`config.mk`:
```
export PLATFORM = sky130hd
export DESIGN_NAME = pipe_buf_stage
export DESIGN_NICKNAME = d
export VERILOG_FILES = /design/src/rtl/pipe_buf_pkg.sv /design/src/rtl/pipe_buf_ctrl.sv /design/src/rtl/pipe_buf_stage.sv
export SDC_FILE = /design/constraint.sdc
export NUM_CORES = 1
export LEC_CHECK = 0
export ABC_AREA = 1
export CAP_MARGIN = 20
export CORE_AREA = 2 2 137 139
export CTS_BUF_LIST = sky130_fd_sc_hd__clkbuf_16
export CTS_CLUSTER_DIAMETER = 120
export DETAILED_ROUTE_END_ITERATION = 8
export DIE_AREA = 0 0 139 141
export PLACE_DENSITY = 0.62
export SYNTH_ARGS = -nofsm -noshare
export SYNTH_HDL_FRONTEND = slang
export SYNTH_SLANG_ARGS = --single-unit
```
`constraint.sdc`:
```
create_clock -name clk -period 1.35 [get_ports clk]
set_input_delay 0.27 -clock clk [delete_from_list [all_inputs] [get_ports clk]]
set_output_delay 0.27 -clock clk [all_outputs]
set_load 0.005 [all_outputs]
```
`src/rtl/pipe_buf_pkg.sv`:
```
// Shared definitions for the elastic pipeline buffer stage.
// State encoding doubles as the occupancy count.
package pipe_buf_pkg;

    typedef enum logic [1:0] {
        EMPTY = 2'd0,
        ONE   = 2'd1,
        TWO   = 2'd2
    } pb_state_e;

    localparam int PB_NO_HALT = -1;

endpackage

```
`src/rtl/pipe_buf_ctrl.sv`:
```
// Handshake control for pipe_buf_stage: occupancy FSM, halt lock, ready
// generation and load enables for the main (M) and skid (S) registers.
module pipe_buf_ctrl
    import pipe_buf_pkg::*;
#(
    parameter bit SKID = 1'b1
) (
    input  logic       clk,
    input  logic       reset_n,
    input  logic       flush,
    input  logic       in_valid,
    input  logic       in_halt,
    input  logic       out_ready,
    output logic       in_ready,
    output logic       out_valid,
    output logic       halted,
    output logic [1:0] occupancy,
    output logic       load_m,
    output logic       m_from_s,
    output logic       load_s
);

    pb_state_e state;
    pb_state_e state_nxt;
    logic      halt_lock;
    logic      push;
    logic      pop;

    // SKID=0 trades a combinational out_ready->in_ready path for a single register.
    generate
        if (SKID) begin : g_skid_ready
            assign in_ready = (state != TWO) && !halt_lock && !flush;
        end else begin : g_plain_ready
            assign in_ready = ((state == EMPTY) || out_ready) && !halt_lock && !flush;
        end
    endgenerate

    assign out_valid = (state != EMPTY);
    assign push      = in_valid && in_ready;
    assign pop       = out_valid && out_ready;
    assign halted    = halt_lock && (state == EMPTY);
    assign occupancy = state;

    always_comb begin
        state_nxt = state;
        load_m    = 1'b0;
        load_s    = 1'b0;
        m_from_s  = 1'b0;
        if (flush) begin
            state_nxt = EMPTY;
        end else begin
            case (state)
                EMPTY: begin
                    if (push) begin
                        state_nxt = ONE;
                        load_m    = 1'b1;
                    end
                end
                ONE: begin
                    if (push && pop) begin
                        load_m = 1'b1;
                    end else if (push) begin
                        state_nxt = TWO;
                        load_s    = 1'b1;
                    end else if (pop) begin
                        state_nxt = EMPTY;
                    end
                end
                TWO: begin
                    if (pop) begin
                        state_nxt = ONE;
                        load_m    = 1'b1;
                        m_from_s  = 1'b1;
                    end
                end
                default: state_nxt = EMPTY;
            endcase
        end
    end

    always_ff @(posedge clk or negedge reset_n) begin
        if (!reset_n) begin
            state     <= EMPTY;
            halt_lock <= 1'b0;
        end else begin
            state <= state_nxt;
            if (flush) begin
                halt_lock <= 1'b0;
            end else if (push && in_halt) begin
                halt_lock <= 1'b1;
            end
        end
    end

endmodule

```
`src/rtl/pipe_buf_stage.sv`:
```
// Elastic valid/ready pipeline register with optional 2-entry skid,
// synchronous flush and halt-marker capture. Payload is opaque.
module pipe_buf_stage
    import pipe_buf_pkg::*;
#(
    parameter int              DATA_W   = 64,
    parameter bit              SKID     = 1'b1,
    parameter int              HALT_BIT = 0,
    parameter logic [DATA_W-1:0] BUBBLE = '0
) (
    input  logic              clk,
    input  logic              reset_n,
    input  logic              flush,
    input  logic              in_valid,
    output logic              in_ready,
    input  logic [DATA_W-1:0] in_data,
    output logic              out_valid,
    input  logic              out_ready,
    output logic [DATA_W-1:0] out_data,
    output logic              halted,
    output logic [1:0]        occupancy
);

    logic [DATA_W-1:0] m_reg;
    logic [DATA_W-1:0] s_reg;
    logic              in_halt;
    logic              load_m;
    logic              m_from_s;
    logic              load_s;

    generate
        if (HALT_BIT >= 0) begin : g_halt
            assign in_halt = in_data[HALT_BIT];
        end else begin : g_no_halt
            assign in_halt = 1'b0;
        end
    endgenerate

    pipe_buf_ctrl #(
        .SKID(SKID)
    ) u_ctrl (
        .clk       (clk),
        .reset_n   (reset_n),
        .flush     (flush),
        .in_valid  (in_valid),
        .in_halt   (in_halt),
        .out_ready (out_ready),
        .in_ready  (in_ready),
        .out_valid (out_valid),
        .halted    (halted),
        .occupancy (occupancy),
        .load_m    (load_m),
        .m_from_s  (m_from_s),
        .load_s    (load_s)
    );

    // With SKID=0 load_s never asserts, so S is constant and trims away.
    always_ff @(posedge clk or negedge reset_n) begin
        if (!reset_n) begin
            m_reg <= '0;
            s_reg <= '0;
        end else begin
            if (load_m) begin
                m_reg <= m_from_s ? s_reg : in_data;
            end
            if (load_s) begin
                s_reg <= in_data;
            end
        end
    end

    assign out_data = out_valid ? m_reg : BUBBLE;

endmodule

```
# Word-level counts from Yosys, hierarchy flattened
# Index checks and enable logic that the tools add are counted.
dict set report word_totals {
  register_bits 131
  inputBits 69
  wordCells 45
}
dict set report classes {
  eq_ne 7
  n_mux 21
  reduce_logical 13
}
# cell count
set ops {}
lappend ops {{64-bit 2-to-1 mux} 2}
lappend ops {{2-bit 2-to-1 mux} 6}
lappend ops {{1-bit 2-to-1 mux} 11}
lappend ops {{1-bit logical AND} 7}
lappend ops {{3-bit by 2-bit != test with 1-bit output, second input constant} 2}
lappend ops {{2-bit one-hot mux with 3 select lines} 1}
lappend ops {{4-bit by 2-bit != test with 1-bit output, second input constant} 1}
lappend ops {{4-bit AND reduction} 1}
lappend ops {{2-bit nonzero test} 2}
lappend ops {{3-bit != test, second input constant} 1}
lappend ops {{1-bit one-hot mux with 3 select lines} 1}
lappend ops {{2-bit by 1-bit equality test with 1-bit output, second input constant} 1}
lappend ops {{2-bit equality test, second input constant} 1}
lappend ops {{1-bit logical NOT} 2}
lappend ops {{2-bit logical NOT} 1}
lappend ops {{2-bit != test, second input constant} 1}

# Depth between registers and ports, before layout
# Gate-level depths: netlist of run 1.
dict set report depth {
  ltp_word 8
  mapped_depth 9
  mapped_depth_nobuf 7
}

# Hierarchy
# From an unflattened synthesis of run 1, not the netlist that was laid out.
dict set report hier_totals {
  hier_cells 917
  area_unflattened_um2 6573.8
}
# mod n_inst cells_each area_per_inst_um2
set modules_own_cells {}
lappend modules_own_cells {pipe_buf_stage 1 881 6328.6}
lappend modules_own_cells {pipe_buf_ctrl 1 36 245.2}

# Worst setup path before layout of run 1
# OpenSTA, ideal clock, no wires.
dict set report synth_path {
  path_kind {register -> output}
  from {register u_ctrl.state[1] (netlist: u_ctrl.occupancy[1])}
  to {output port out_data[22]}
  t_arrival_ns 1.254
  required_ns 1.080
  slack_ns -0.174
  path_stages_with_launch 5
  path_cell_list {dfrtp_1 > nor2_2 > clkbuf_1 > buf_1 > nor2_1}
}
dict set report synth_between {
  elab_chain_cells 2
}
# element line_no
set synth_rtl {}
lappend synth_rtl {{start: declaration} pipe_buf_ctrl.sv:23} ;# pb_state_e state;
lappend synth_rtl {{start signal: assignment} pipe_buf_ctrl.sv:86} ;# state <= state_nxt;
lappend synth_rtl {{2-bit nonzero test} pipe_buf_ctrl.sv:38} ;# assign out_valid = (state != EMPTY);
lappend synth_rtl {{64-bit 2-to-1 mux} pipe_buf_stage.sv:72} ;# assign out_data = out_valid ? m_reg : BUBBLE;
lappend synth_rtl {{end: declaration} pipe_buf_stage.sv:19} ;# output logic [DATA_W-1:0] out_data,
# Every way passes these cells.

# Worst setup path after layout of run 1
dict set report layout_path {
  from {register u_ctrl.state[1] (netlist: u_ctrl.occupancy[1])}
  to {register m_reg[63]}
}
dict set report layout_between {
  elab_chain_cells 8
}
# element line_no
set layout_rtl {}
lappend layout_rtl {{2-bit != test} pipe_buf_ctrl.sv:32} ;# assign in_ready = (state != TWO) && !halt_lock && !flush;
lappend layout_rtl {{1-bit logical AND (2 in a row)} pipe_buf_ctrl.sv:32}
lappend layout_rtl {{1-bit logical AND} pipe_buf_ctrl.sv:39} ;# assign push = in_valid && in_ready;
lappend layout_rtl {{1-bit logical AND} pipe_buf_ctrl.sv:60} ;# if (push && pop) begin
lappend layout_rtl {{1-bit 2-to-1 mux} pipe_buf_ctrl.sv:60}
lappend layout_rtl {{1-bit one-hot mux with 3 select lines} pipe_buf_ctrl.sv:52} ;# case (state)
lappend layout_rtl {{1-bit 2-to-1 mux} pipe_buf_ctrl.sv:49} ;# if (flush) begin
lappend layout_rtl {{end signal: assignment} pipe_buf_stage.sv:64} ;# m_reg <= m_from_s ? s_reg : in_data;
lappend layout_rtl {{end: declaration} pipe_buf_stage.sv:24} ;# logic [DATA_W-1:0] m_reg;
# Several ways; a longest one is shown, not always the timed one.
# A chain may end at the register's enable or synchronous reset.

==> results of run 1 <==
==> cell families (layout without fill, tap and decap cells) <==
family	count (synthesis)	in the layout	share of synthesized area (%)
and+or+nand+nor	411	412	25.7
buffers and inverters	190	421	12.9
AOI/OAI and AO/OA	132	132	10.4
DFF	131	131	51.0
==> Yosys cell counts (2+ instances only) <==
cell type | number | area [um^2]
clkbuf_1 | 12 | 45.0
nand3_1 | 67 | 335
buf_2 | 30 | 150
nand2_2 | 2 | 12.5
o21ai_1 | 17 | 85.1
inv_1 | 134 | 503
o21ai_0 | 112 | 561
nor2_2 | 3 | 18.8
dfrtp_1 | 131 | 3280
buf_6 | 10 | 113
nor2_1 | 72 | 270
nand2_1 | 264 | 991
==> cell type report <==
type	count	area share [%]
clock buffer	17	3.89
tap	234	2.68
multi-input combinational	544	28.7
timing repair buffer	254	29.2
sequential	131	30.0
clock inverter	15	0.949
inverter	135	4.65
==> routing by layer <==
layer / up-vias / wire length, um
met5: - / 0
met4: 0 / 801
met3: 46 / 1160
met2: 224 / 12500
met1: 3219 / 9220
li1: 3095 / -
==> worst max-delay path, stage by stage, from the launching register on <==
cell	delay (ns)
dfrtp_2	0.42
nor2_4	0.17
buf_12	0.14
buf_12	0.10
buf_16	0.10
buf_12	0.10
nor2_4	0.03
nor2_4	0.15
buf_12	0.15
nand2_8	0.07
buf_12	0.14
buf_12	0.14
nand2_2	0.06
nand2_1	0.05
==> worst max-delay path by stage <==
stage                     cells after the start         to                 from  slack [ns]
after global placement                        7  m_reg[43]                flush       -0.60
after global routing                         13  m_reg[63]  u_ctrl.occupancy[1]       -0.66
after floorplan                               6  s_reg[10]  u_ctrl.occupancy[1]      0.0005
after CTS                                    13  m_reg[32]  u_ctrl.occupancy[0]       -0.60
final                                        13  m_reg[63]  u_ctrl.occupancy[1]       -0.60
after detailed placement                      7  m_reg[26]                flush       -0.64
==> where the power goes <==
part	internal [mW]	total [mW]	switching [mW]
Combinational	2.96	6.07	3.11
Clock	2.47	4.21	1.73
Sequential	5.52	6.31	0.792
Total	11.0	16.6	5.63
==> cells in the final DEF (no fill, tap or decap), drive strengths merged <==
master | synthesis | final
a21oi | 1 | 1
clkdlybuf4s50 | 0 | 67
clkinvlp | 0 | 4
nor2 | 75 | 75
buf | 42 | 147
dlygate4sd3 | 0 | 1
o22ai | 1 | 1
bufinv | 0 | 1
clkinv | 0 | 6
nor3 | 1 | 1
nand3 | 68 | 68
o21ai | 130 | 130
clkbuf | 13 | 56
inv | 135 | 139
nand2 | 266 | 267
or2 | 1 | 1
dfrtp | 131 | 131
==> repair_timing <==
item / CTS / global route
gates cloned: 30 / 11
pin swaps: 46 / 25
hold endpoints to repair: 23 / 0
hold buffers: 1 / 0
setup endpoints to repair: 199 / 199
resized for setup: 389 / 183
setup buffers: 38 / 15
==> tab_implementation.tex, run 1 <==
\begin{tabular}{lr}
\hline
Metric & Value \\
\hline
\multicolumn{2}{l}{\textbf{Drt}} \\
\quad Total via count after detailed routing & 6584 \\
\quad Wire length per cell & around 18 um \\
\quad Routed via count divided by cell count & between 4 and 5 \\
\quad Number of DRC markers in iteration 0 & just under 500 \\
\quad Total iterations of the first detailed-routing run & 6 \\
\quad Number of routed nets with antenna violations & 0 \\
\quad Post-Route WL & 23700 um \\
\quad Number of remaining DRC errors & 0 \\
\multicolumn{2}{l}{\textbf{Timing}} \\
\quad Worst Hold Slack & 0.283 ns \\
\quad Slew HR & 77.1\% \\
\quad Worst clock skew & 0.0101 ns \\
\quad Count of endpoints failing setup in the final report & 199 \\
\quad Unrepaired setup endpoints after global routing & yes \\
\quad Hold violation count in the final report & 0 \\
\quad Least setup slack across all paths after layout & -0.597 ns \\
\quad Time the worst path needs with I/O delays and setup & 1.95 ns \\
\quad Slew at the pin closest to its max-slew limit & between 0.3 and 0.4 ns \\
\quad Fraction of the cycle the final worst path needs & 144\% \\
\quad Fmax & between 0.5 and 0.6 GHz \\
\quad Sum of negative setup slack & -96.63 ns \\
\quad Number of pins with negative max-slew slack in the final report & 0 \\
\multicolumn{2}{l}{\textbf{Yosys}} \\
\quad Area of the mapped netlist & around 6400 um\^{}2 \\
\quad Seq/Total Area, Yosys & 51.0\% \\
\quad Count of unique library cells instantiated by Yosys & 22 \\
\quad Post-Synthesis Cells & $\sim$860 \\
\quad Synth Flop Type & dfrtp\_1 \\
\quad Average cell area after synthesis & 7.43 um\^{}2 \\
\quad Fraction of synthesis flops using an asynchronous set or reset pin & 100\% \\
\quad Syn nets & 933 \\
\quad Synth warn & 0 \\
\quad Number of flops mapped to enable cells by yosys & 0 \\
\quad Register bit count reported by yosys & 131 \\
\multicolumn{2}{l}{\textbf{Finish}} \\
\quad Footprint of the flip-flops and latches & about 3300 um\^{}2 \\
\quad Final design instance area without fill & 10900 um\^{}2 \\
\quad Area taken by multi-input logic gates & 3140 um\^{}2 \\
\quad Final non-filler cell total & around 1300 \\
\quad Total of fill cells in the finished design & 1522 \\
\quad Share of post-route cells with drive strength above 1 & approximately 35\% \\
\quad Number of nets in the finished design & between 1000 and 1500 \\
\quad Layout overhead on the synthesized area & 70.4\% \\
\quad Final core occ & approximately three fifths \\
\quad Diode insertion count for antenna repair & 0 \\
\multicolumn{2}{l}{\textbf{Global routing}} \\
\quad Global-route met1 utilization & between 20 and 30\% \\
\quad Total gr overflow & 0 \\
\quad Largest net degree at the start of global routing & 65 \\
\quad Initial antenna violation count & 0 \\
\quad Met3 usage & 4.21\% \\
\quad Global-route met2 utilization & between 40\% and 50\% \\
\quad Via count of the first global-routing pass & 6380 \\
\quad Busiest metal layer after global routing & met2 \\
\quad Wire length of the first global-routing pass & 34600 um \\
\quad Total routing resource utilization after global routing & between 20 and 25\% \\
\multicolumn{2}{l}{\textbf{Placement}} \\
\quad Hpwl dp & between 10000 and 15000 um \\
\quad Gp weighted congestion & 0.807 \\
\quad Placed Instance Area & 8210 um\^{}2 \\
\quad Minimum setup slack after placement & -0.641 ns \\
\quad I/O Buffers & $\sim$140 \\
\quad Placed Cells incl. Taps & between 1000 and 1500 \\
\multicolumn{2}{l}{\textbf{Critical path}} \\
\quad R2R depth & 13 \\
\quad Crit start category & register \\
\quad Critical Path End Type & register \\
\quad Endpoint arrival time on the critical path & $\sim$2.3 ns \\
\quad Critical-path maximum fanout & 10 \\
\quad Critical setup path kind & register to register \\
\quad Capturing point of the worst reg2reg path & m\_reg[63] \\
\quad Worst setup slack for register-to-register paths & -0.60 ns \\
\quad Worst reg2reg startpoint & u\_ctrl.occupancy[1] \\
\quad Worst EP required & roughly 1.7 ns \\
\multicolumn{2}{l}{\textbf{Clock network}} \\
\quad Bufs on Longest Clock Path & 2 \\
\quad CTS root buf & clkbuf\_16 \\
\quad H-tree depth & 4 \\
\quad Total CTS buffers & 17 \\
\quad Clk Latency, worst-skew pair & 0.42 ns \\
\quad Clock Pin Slew Worst Setup and Hold Paths & about 0.06 ns \\
\quad Clock tree from TritonCTS & built \\
\quad Clock Sink Count & between 100 and 150 \\
\multicolumn{2}{l}{\textbf{Power and ir drop}} \\
\quad Power after layout & 16.6 mW \\
\quad Peak ir drop on the vdd network & about 0.00095 V \\
\quad Leak pwr & $\sim$5.4 nW \\
\quad Power Dens Cells & 1520 nW/um\^{}2 \\
\multicolumn{2}{l}{\textbf{Die}} \\
\quad Die area & 19600 um\^{}2 \\
\quad Die outline height & 141 um \\
\quad Number of I/O pins & between 100 and 150 \\
\quad Initial cell density of the core & 35.2\% \\
\quad Number of placement rows & 50 \\
\quad Std-Cell Core Area & 18300 um\^{}2 \\
\quad Die width & roughly 140 um \\
\multicolumn{2}{l}{\textbf{Status}} \\
\quad Outcome & complete, but fails checks \\
\quad Violations in the final reports & negative setup slack \\
\multicolumn{2}{l}{\textbf{Flow run}} \\
\quad Count of max-cap constraint violations & 0 \\
\multicolumn{2}{l}{\textbf{Worst hold path}} \\
\quad Min-delay worst type & input pin to async pin \\
\hline
\end{tabular}
No activity file was read; power rests on OpenSTA's default activity.
==> inputs of run 2 (changes only) <==
Settings changed: ABC_AREA 1 to unset, CORE_AREA 2 2 137 139 to 2 2 133 135, DIE_AREA 0 0 139 141 to 0 0 135 137.
==> run 2 against run 1 <==
Net effect: the run still ends with negative setup slack left; synthesized cell count decreased by 41%; clock skew decreased by 0.00057 ns; clock power increased by 4%; cell area decreased by 8.0%; sequential power decreased by 11%; maximum frequency decreased by 5.2%; setup slack got worse by 0.11 ns; combinational power decreased by 39%; area after synthesis decreased by 6.6%; register-to-register slack got worse by 0.11 ns; hold slack improved by 0.039 ns; highest routed layer unchanged.
==> tab_implementation.tex, run 2 <==
\begin{tabular}{lr}
\hline
Metric & Value \\
\hline
\multicolumn{2}{l}{\textbf{Critical path}} \\
\quad Crit. Startpoint & u\_ctrl.occupancy[1] \\
\quad Crit start category & register \\
\quad Critical Path End Type & register \\
\quad Critical setup path kind & register to register \\
\quad Worst EP required & 1.69 ns (+0.04 ns) \\
\quad Endpoint arrival time on the critical path & 2.40 ns (+0.15 ns) \\
\quad Critical-path maximum fanout & 7 (-3) \\
\quad Worst reg2reg startpoint & u\_ctrl.occupancy[1] \\
\multicolumn{2}{l}{\textbf{Timing}} \\
\quad Slew at the pin closest to its max-slew limit & 0.351 ns (+0.00848 ns) \\
\quad Worst clock skew & 0.00958 ns (-0.000572 ns) \\
\quad Fraction of the cycle the final worst path needs & 152\% (+8.0 points) \\
\quad Least setup slack across all paths after layout & -0.705 ns (-0.108 ns) \\
\quad Slew HR & 76.6\% (-0.48 points) \\
\quad Unrepaired setup endpoints after global routing & yes \\
\quad Number of pins with negative max-slew slack in the final report & 0 (unchanged) \\
\quad Fmax & 0.487 GHz (-5.2\%) \\
\quad Hold violation count in the final report & 0 (unchanged) \\
\quad Time the worst path needs with I/O delays and setup & 2.05 ns (+0.108 ns) \\
\quad Count of endpoints failing setup in the final report & 199 (unchanged) \\
\multicolumn{2}{l}{\textbf{Worst hold path}} \\
\quad Min-delay worst type & input pin to async pin \\
\multicolumn{2}{l}{\textbf{Placement}} \\
\quad Gp weighted congestion & 0.738 (-8.5\%) \\
\quad Placed Instance Area & 7780 um\^{}2 (-5.2\%) \\
\quad Placed Cells incl. Taps & 860 (-29\%) \\
\quad Hpwl dp & 9430 um (-15\%) \\
\quad Minimum setup slack after placement & -0.909 ns (-0.267 ns) \\
\quad I/O Buffers & 137 (unchanged) \\
\multicolumn{2}{l}{\textbf{Clock network}} \\
\quad Clock Sink Count & 131 (unchanged) \\
\quad H-tree depth & 4 (unchanged) \\
\quad Clock tree from TritonCTS & built \\
\quad Total CTS buffers & 17 (unchanged) \\
\quad CTS root buf & clkbuf\_16 \\
\quad Clk Latency, worst-skew pair & 0.42 ns (about the same) \\
\quad Clock Pin Slew Worst Setup and Hold Paths & 0.06 ns (about the same) \\
\quad Bufs on Longest Clock Path & 2 (unchanged) \\
\multicolumn{2}{l}{\textbf{Finish}} \\
\quad Diode insertion count for antenna repair & 0 (unchanged) \\
\quad Layout overhead on the synthesized area & 67.9\% \\
\quad Commonest non-fill, non-tap cells in the layout & 129 x dfrtp\_1, 67 x clkdlybuf4s50\_1, 66 x buf\_6 \\
\quad Final non-filler cell total & 959 (-28\%) \\
\quad Share of post-route cells with drive strength above 1 & 57.1\% (+22 points) \\
\quad Final design instance area without fill & 10100 um\^{}2 (-8.0\%) \\
\quad Total of fill cells in the finished design & 1359 (-11\%) \\
\quad Number of nets in the finished design & 791 (-31\%) \\
\quad Most common cell after layout, fill and taps aside & dfrtp\_1 \\
\multicolumn{2}{l}{\textbf{Yosys}} \\
\quad Syn nets & 576 (-38\%) \\
\quad Synth Flop Type & dfrtp\_1 \\
\quad Post-synth top area share & 54.7\% (+3.6 points) \\
\quad Commonest cells in the netlist & 131 x dfrtp\_1, 69 x nor2\_1, 64 x and2\_1, 64 x mux2\_2, 64 x mux2i\_1 \\
\quad Seq/Total Area, Yosys & 54.7\% (+3.6 points) \\
\quad Synth warn & 0 (unchanged) \\
\quad Area of the mapped netlist & 6000 um\^{}2 (-6.6\%) \\
\quad Register bit count reported by yosys & 131 (unchanged) \\
\quad Count of unique library cells instantiated by Yosys & 25 (+14\%) \\
\quad Top-count cell post-synth & dfrtp\_1 \\
\quad Average cell area after synthesis & 11.8 um\^{}2 (+59\%) \\
\quad Post-Synthesis Cells & 507 (-41\%) \\
\quad Number of flops mapped to enable cells by yosys & 0 (unchanged) \\
\quad Leading post-synthesis cells by cell area & dfrtp\_1 55\%, mux2\_2 12\%, mux2i\_1 11\%, and2\_1 6.7\%, a21oi\_1 4.5\% \\
\quad Top cell type by total area after synthesis & dfrtp\_1 \\
\quad Fraction of synthesis flops using an asynchronous set or reset pin & 100\% (unchanged) \\
\multicolumn{2}{l}{\textbf{Die}} \\
\quad Die width & 135 um (-2.9\%) \\
\quad Number of I/O pins & 138 (unchanged) \\
\quad Die area & 18500 um\^{}2 (-5.6\%) \\
\quad Std-Cell Core Area & 17100 um\^{}2 (-6.6\%) \\
\quad Initial cell density of the core & 35.2\% (about the same) \\
\quad Die outline height & 137 um (-2.8\%) \\
\quad Number of placement rows & 48 (-4.0\%) \\
\multicolumn{2}{l}{\textbf{Global routing}} \\
\quad Initial antenna violation count & 0 (unchanged) \\
\quad Total gr overflow & 0 (unchanged) \\
\quad Via count of the first global-routing pass & 4967 (-22\%) \\
\quad Total routing resource utilization after global routing & 19.5\% (-3.3 points) \\
\quad Largest net degree at the start of global routing & 47 (-28\%) \\
\quad Wire length of the first global-routing pass & 27200 um (-21\%) \\
\multicolumn{2}{l}{\textbf{Drt}} \\
\quad Total via count after detailed routing & 4789 (-27\%) \\
\quad Number of routed nets with antenna violations & 0 (unchanged) \\
\quad Total iterations of the first detailed-routing run & 4 (-2) \\
\quad Number of remaining DRC errors & 0 (unchanged) \\
\quad Routed via count divided by cell count & 4.99 (+0.88\%) \\
\quad Number of DRC markers in iteration 0 & 256 (-47\%) \\
\quad Wire length per cell & 20.2 um (+14\%) \\
\quad Post-Route WL & 19400 um (-18\%) \\
\multicolumn{2}{l}{\textbf{Power and ir drop}} \\
\quad Leak pwr & 4.23 nW (-21\%) \\
\quad Net Switching & 3.79 mW (-33\%) \\
\quad Peak ir drop on the vdd network & 0.000869 V (-8.5\%) \\
\quad Part of the total power dissipated in sequential elements & 41.1\% (+3.1 points) \\
\quad Power Dens Cells & 1360 nW/um\^{}2 (-10\%) \\
\quad Comb pwr share & 26.9\% (-9.7 points) \\
\quad Clock power share & 32.1\% (+6.7 points) \\
\quad Internal power & 9.90 mW (-9.6\%) \\
\quad Power after layout & 13.7 mW (-17\%) \\
\quad Fraction of power spent switching nets & 27.7\% (-6.3 points) \\
\multicolumn{2}{l}{\textbf{Status}} \\
\quad Violations in the final reports & negative setup slack \\
\quad Outcome & complete, but fails checks \\
\multicolumn{2}{l}{\textbf{Flow run}} \\
\quad Count of max-cap constraint violations & 0 (unchanged) \\
\hline
\end{tabular}
## run 2: routing by layer
layer | part of all wire (%) | track usage (%) | routed length [um]
met5 | 0 | 0 | 0
met4 | 2.1 | 7.12 | 415
met3 | 5.2 | 4.81 | 1020
met2 | 49 | 31.5 | 9460
met1 | 44 | 25.7 | 8500
## run 2: worst max-delay path, cell delays in order, from the launching register on
cell       delay (ns)
dfrtp_2          0.44
buf_6            0.14
or4bb_4          0.55
a31oi_4          0.20
buf_12           0.16
buf_12           0.15
clkbuf_16        0.18
nor2_2           0.04
a21oi_1          0.11
## run 2: area by class of cell
type	instances	area, um^2	share of cell area, %
clock inverters	14	123	1.22
repair buffers	230	2820	28.0
clock buffers	17	425	4.22
multi-input cells	341	3140	31.1
inverters	1	3.75	0.0373
flip-flops and latches	131	3280	32.6
well taps	225	282	2.80
## run 2: final timing paths
check	slack (ns)	cells past startpoint	to
max	-0.70	8	m_reg[58]
min	0.32	2	s_reg[60]
max reg2reg	-0.70	8	m_reg[58]
min reg2reg	0.50	1	s_reg[30]
max in group asynchronous	0.46	3	s_reg[21]
min in group clk	0.50	2	s_reg[18]
## run 2: through the flow
| stage | utilization [%] | hold WS, ns | TNS (ns) |
|---|---|---|---|
| after floorplan | - | -0.0256 | -26.46 |
| after global placement | 45.6 | 0.186 | -119.30 |
| after detailed placement | 45.6 | 0.189 | -125.56 |
| after CTS | 54.3 | 0.323 | -104.63 |
| after global routing | 59.0 | 0.349 | -115.57 |
| final | 59.0 | 0.322 | -106.89 |
## run 2: logic make-up after synthesis
family                 share of synthesized area (%)
AND/OR/NAND/NOR                                 12.3
flip-flops                                      54.7
multiplexers                                    22.7
AO/OA/AOI/OAI                                   6.63
buffers and inverters                           3.75
## run 2: what timing repair did
item | 4_1_cts | 5_1_grt
endpoints found under the setup margin | 198 | 199
pin swaps | 4 | 32
gates resized for setup | 124 | 396
hold buffers | 1 | 0
buffers inserted | 22 | 28
gates cloned | 21 | 10
hold endpoints to repair | 29 | 0
## run 2: power groups by stage
stage	registers, mW	logic, mW	clock network, mW
floorplan	5.35	1.44	0
global placement	5.44	2.43	0
detailed placement	5.50	2.50	0
CTS	5.45	2.93	4.44
global route	5.73	3.95	4.61
finish	5.62	3.68	4.39
==> inputs of run 3 (changes only) <==
Settings changed: SKIP_CTS_REPAIR_TIMING set to 1, SLEW_MARGIN set to 20.
==> run 3 against run 2 <==
Net effect: the run still ends with negative setup slack left; sequential share of layout area rose by 4.9 points; clock skew down 0.0017 ns; register-to-register slack better by 0.05 ns; wire length decreased by 21%; hold slack worse by 0.0038 ns; critical path depth fell by 4; maximum frequency shrank 4.3%.
==> tab_implementation.tex, run 3 (synthesis gave the netlist of run 2 again) <==
\begin{tabular}{lr}
\hline
Metric & Value \\
\hline
\multicolumn{2}{l}{\textbf{Flow run}} \\
\quad Count of max-cap constraint violations & 0 (unchanged) \\
\multicolumn{2}{l}{\textbf{Timing}} \\
\quad Unrepaired setup endpoints after global routing & yes \\
\quad Fraction of the cycle the final worst path needs & 159\% (+6.8 points) \\
\quad Slew at the pin closest to its max-slew limit & 0.346 ns (-0.00505 ns) \\
\quad Hold violation count in the final report & 0 (unchanged) \\
\quad Time the worst path needs with I/O delays and setup & 2.15 ns (+0.0916 ns) \\
\quad Worst Hold Slack & 0.319 ns (-0.00380 ns) \\
\quad Fmax & 0.466 GHz (-4.3\%) \\
\quad Number of pins with negative max-slew slack in the final report & 0 (unchanged) \\
\quad Slew HR & 76.9\% (+0.34 points) \\
\quad Least setup slack across all paths after layout & -0.796 ns (-0.0916 ns) \\
\quad Count of endpoints failing setup in the final report & 197 (-1.0\%) \\
\quad Worst clock skew & 0.00789 ns (-0.00169 ns) \\
\multicolumn{2}{l}{\textbf{Die}} \\
\quad Die outline height & 137 um (unchanged) \\
\quad Die width & 135 um (unchanged) \\
\quad Initial cell density of the core & 35.2\% (unchanged) \\
\quad Die area & 18500 um\^{}2 (unchanged) \\
\quad Std-Cell Core Area & 17100 um\^{}2 (unchanged) \\
\quad Number of placement rows & 48 (unchanged) \\
\quad Number of I/O pins & 138 (unchanged) \\
\multicolumn{2}{l}{\textbf{Clock network}} \\
\quad Bufs on Longest Clock Path & 2 (unchanged) \\
\quad Clock Sink Count & 131 (unchanged) \\
\quad CTS root buf & clkbuf\_16 \\
\quad Total CTS buffers & 17 (unchanged) \\
\quad Clk Latency, worst-skew pair & 0.42 ns (about the same) \\
\quad H-tree depth & 4 (unchanged) \\
\quad Clock tree from TritonCTS & built \\
\quad Clock Pin Slew Worst Setup and Hold Paths & 0.06 ns (about the same) \\
\multicolumn{2}{l}{\textbf{Status}} \\
\quad Outcome & complete, but fails checks \\
\quad Violations in the final reports & negative setup slack \\
\multicolumn{2}{l}{\textbf{Power and ir drop}} \\
\quad Part of the total power dissipated in sequential elements & 44.0\% (+2.9 points) \\
\quad Leak pwr & 4.16 nW (-1.6\%) \\
\quad Power Dens Cells & 1420 nW/um\^{}2 (+4.5\%) \\
\quad Net Switching & 3.21 mW (-15\%) \\
\quad Clock power share & 34.9\% (+2.8 points) \\
\quad Peak ir drop on the vdd network & 0.000850 V (-2.2\%) \\
\quad Fraction of power spent switching nets & 25.9\% (-1.8 points) \\
\quad Internal power & 9.20 mW (-7.1\%) \\
\quad Comb pwr share & 21.1\% (-5.8 points) \\
\multicolumn{2}{l}{\textbf{Global routing}} \\
\quad Wire length of the first global-routing pass & 22400 um (-18\%) \\
\quad Total routing resource utilization after global routing & 15.6\% (-4.0 points) \\
\quad Via count of the first global-routing pass & 4445 (-11\%) \\
\quad Total gr overflow & 0 (unchanged) \\
\quad Largest net degree at the start of global routing & 53 (+13\%) \\
\quad Initial antenna violation count & 0 (unchanged) \\
\multicolumn{2}{l}{\textbf{Drt}} \\
\quad Total via count after detailed routing & 4384 (-8.5\%) \\
\quad Number of routed nets with antenna violations & 0 (unchanged) \\
\quad Total iterations of the first detailed-routing run & 4 (unchanged) \\
\quad Number of remaining DRC errors & 0 (unchanged) \\
\quad Post-Route WL & 15400 um (-21\%) \\
\quad Number of DRC markers in iteration 0 & 162 (-37\%) \\
\quad Wire length per cell & 16.9 um (-16\%) \\
\quad Routed via count divided by cell count & 4.83 (-3.3\%) \\
\multicolumn{2}{l}{\textbf{Critical path}} \\
\quad Crit start category & register \\
\quad Critical path's largest stage delay & 0.45 ns (-0.10 ns) \\
\quad Endpoint arrival time on the critical path & 1.88 ns (-0.52 ns) \\
\quad Crit-path leading delay family & buffers and inverters \\
\quad WP buf/inv & 2 (-2) \\
\quad Worst EP required & 1.08 ns (-0.61 ns) \\
\quad Critical setup path kind & register to primary output \\
\quad Critical-path maximum fanout & 16 (+9) \\
\quad Cell-by-cell listing of the critical path & or2\_4 -> buf\_6 -> and2\_1 -> clkdlybuf4s50\_1 \\
\quad Critical Path End Type & primary output \\
\quad Cell with the largest stage delay on the worst path & clkdlybuf4s50\_1 \\
\multicolumn{2}{l}{\textbf{Finish}} \\
\quad Most common cell after layout, fill and taps aside & dfrtp\_1 \\
\quad Diode insertion count for antenna repair & 0 (unchanged) \\
\quad Number of nets in the finished design & 740 (-6.4\%) \\
\quad Share of post-route cells with drive strength above 1 & 25.2\% (-32 points) \\
\quad Commonest non-fill, non-tap cells in the layout & 130 x dfrtp\_1, 85 x clkdlybuf4s50\_1, 65 x nor2\_1 \\
\quad Layout overhead on the synthesized area & 45.8\% \\
\multicolumn{2}{l}{\textbf{Placement}} \\
\quad Minimum setup slack after placement & -0.909 ns (unchanged) \\
\quad Hpwl dp & 9430 um (unchanged) \\
\quad I/O Buffers & 137 (unchanged) \\
\quad Gp weighted congestion & 0.738 (unchanged) \\
\multicolumn{2}{l}{\textbf{Worst hold path}} \\
\quad Min-delay worst type & input pin to async pin \\
\hline
\end{tabular}
run 3: changes by cell type in the layout (fill, tap and decap cells not counted), moves of 22 or more:
| cell | previous run | this run |
|---|---|---|
| a21oi_1 | 14 | 54 |
| a21oi_2 | 48 | 10 |
| and2_1 | 2 | 60 |
| and2_4 | 62 | 4 |
| buf_6 | 66 | 9 |
| dlymetal6s2s_1 | 0 | 41 |
| nor2_1 | 28 | 65 |
| nor2_4 | 23 | 1 |
run 3: metal layers:
layer / global-route usage [%] / wire length (um)
met4: 5.90 / 205
met3: 4.74 / 982
met1: 20.3 / 6960
met2: 24.5 / 7230
met5: 0 / 0
run 3: path summary, 6_finish.rpt:
| kind | from | endpoint | slack (ns) | cells after the start |
|---|---|---|---|---|
| setup / recovery | u_ctrl.occupancy[1] | out_data[7] | -0.80 | 4 |
| hold / removal | reset_n | s_reg[52] | 0.32 | 2 |
| setup reg to reg | u_ctrl.occupancy[1] | m_reg[59] | -0.65 | 7 |
| hold reg to reg | s_reg[30] | s_reg[30] | 0.50 | 1 |
| max in group asynchronous | reset_n | s_reg[21] | 0.47 | 3 |
| min in group clk | in_data[18] | s_reg[18] | 0.50 | 2 |
run 3: stage by stage:
| step | power (mW) | cells | setup TNS [ns] | area, um^2 | utilization (%) |
|---|---|---|---|---|---|
| 4_1_cts | 12.4 | 891 | -114.47 | 8330 | 48.8 |
| 6_report | 12.4 | 908 | -88.42 | 8740 | 51.3 |
| 3_3_place_gp | 7.87 | 860 | -119.30 | 7780 | 45.6 |
| 3_5_place_dp | 8.01 | 860 | -125.56 | 7780 | 45.6 |
| 5_1_grt | 13.1 | 908 | -98.58 | 8740 | 51.3 |
| 2_1_floorplan | 6.79 | 507 | -26.46 | 6080 | - |
run 3: final cells by class:
| type | instances | area, um^2 |
|---|---|---|
| sequential | 131 | 3280 |
| clock inverter | 14 | 123 |
| multi-input combinational | 340 | 2580 |
| clock buffer | 17 | 425 |
| fill | 1525 | 8310 |
| timing repair buffer | 180 | 2050 |
| inverter | 1 | 3.75 |
| tap | 225 | 282 |
run 3: power by group through the flow:
stage | clock (mW) | sequential (mW) | combinational (mW)
after global placement | 0 | 5.44 | 2.43
after floorplan | 0 | 5.35 | 1.44
after detailed placement | 0 | 5.50 | 2.50
final | 4.33 | 5.46 | 2.62
after global routing | 4.59 | 5.59 | 2.87
after CTS | 4.44 | 5.45 | 2.52
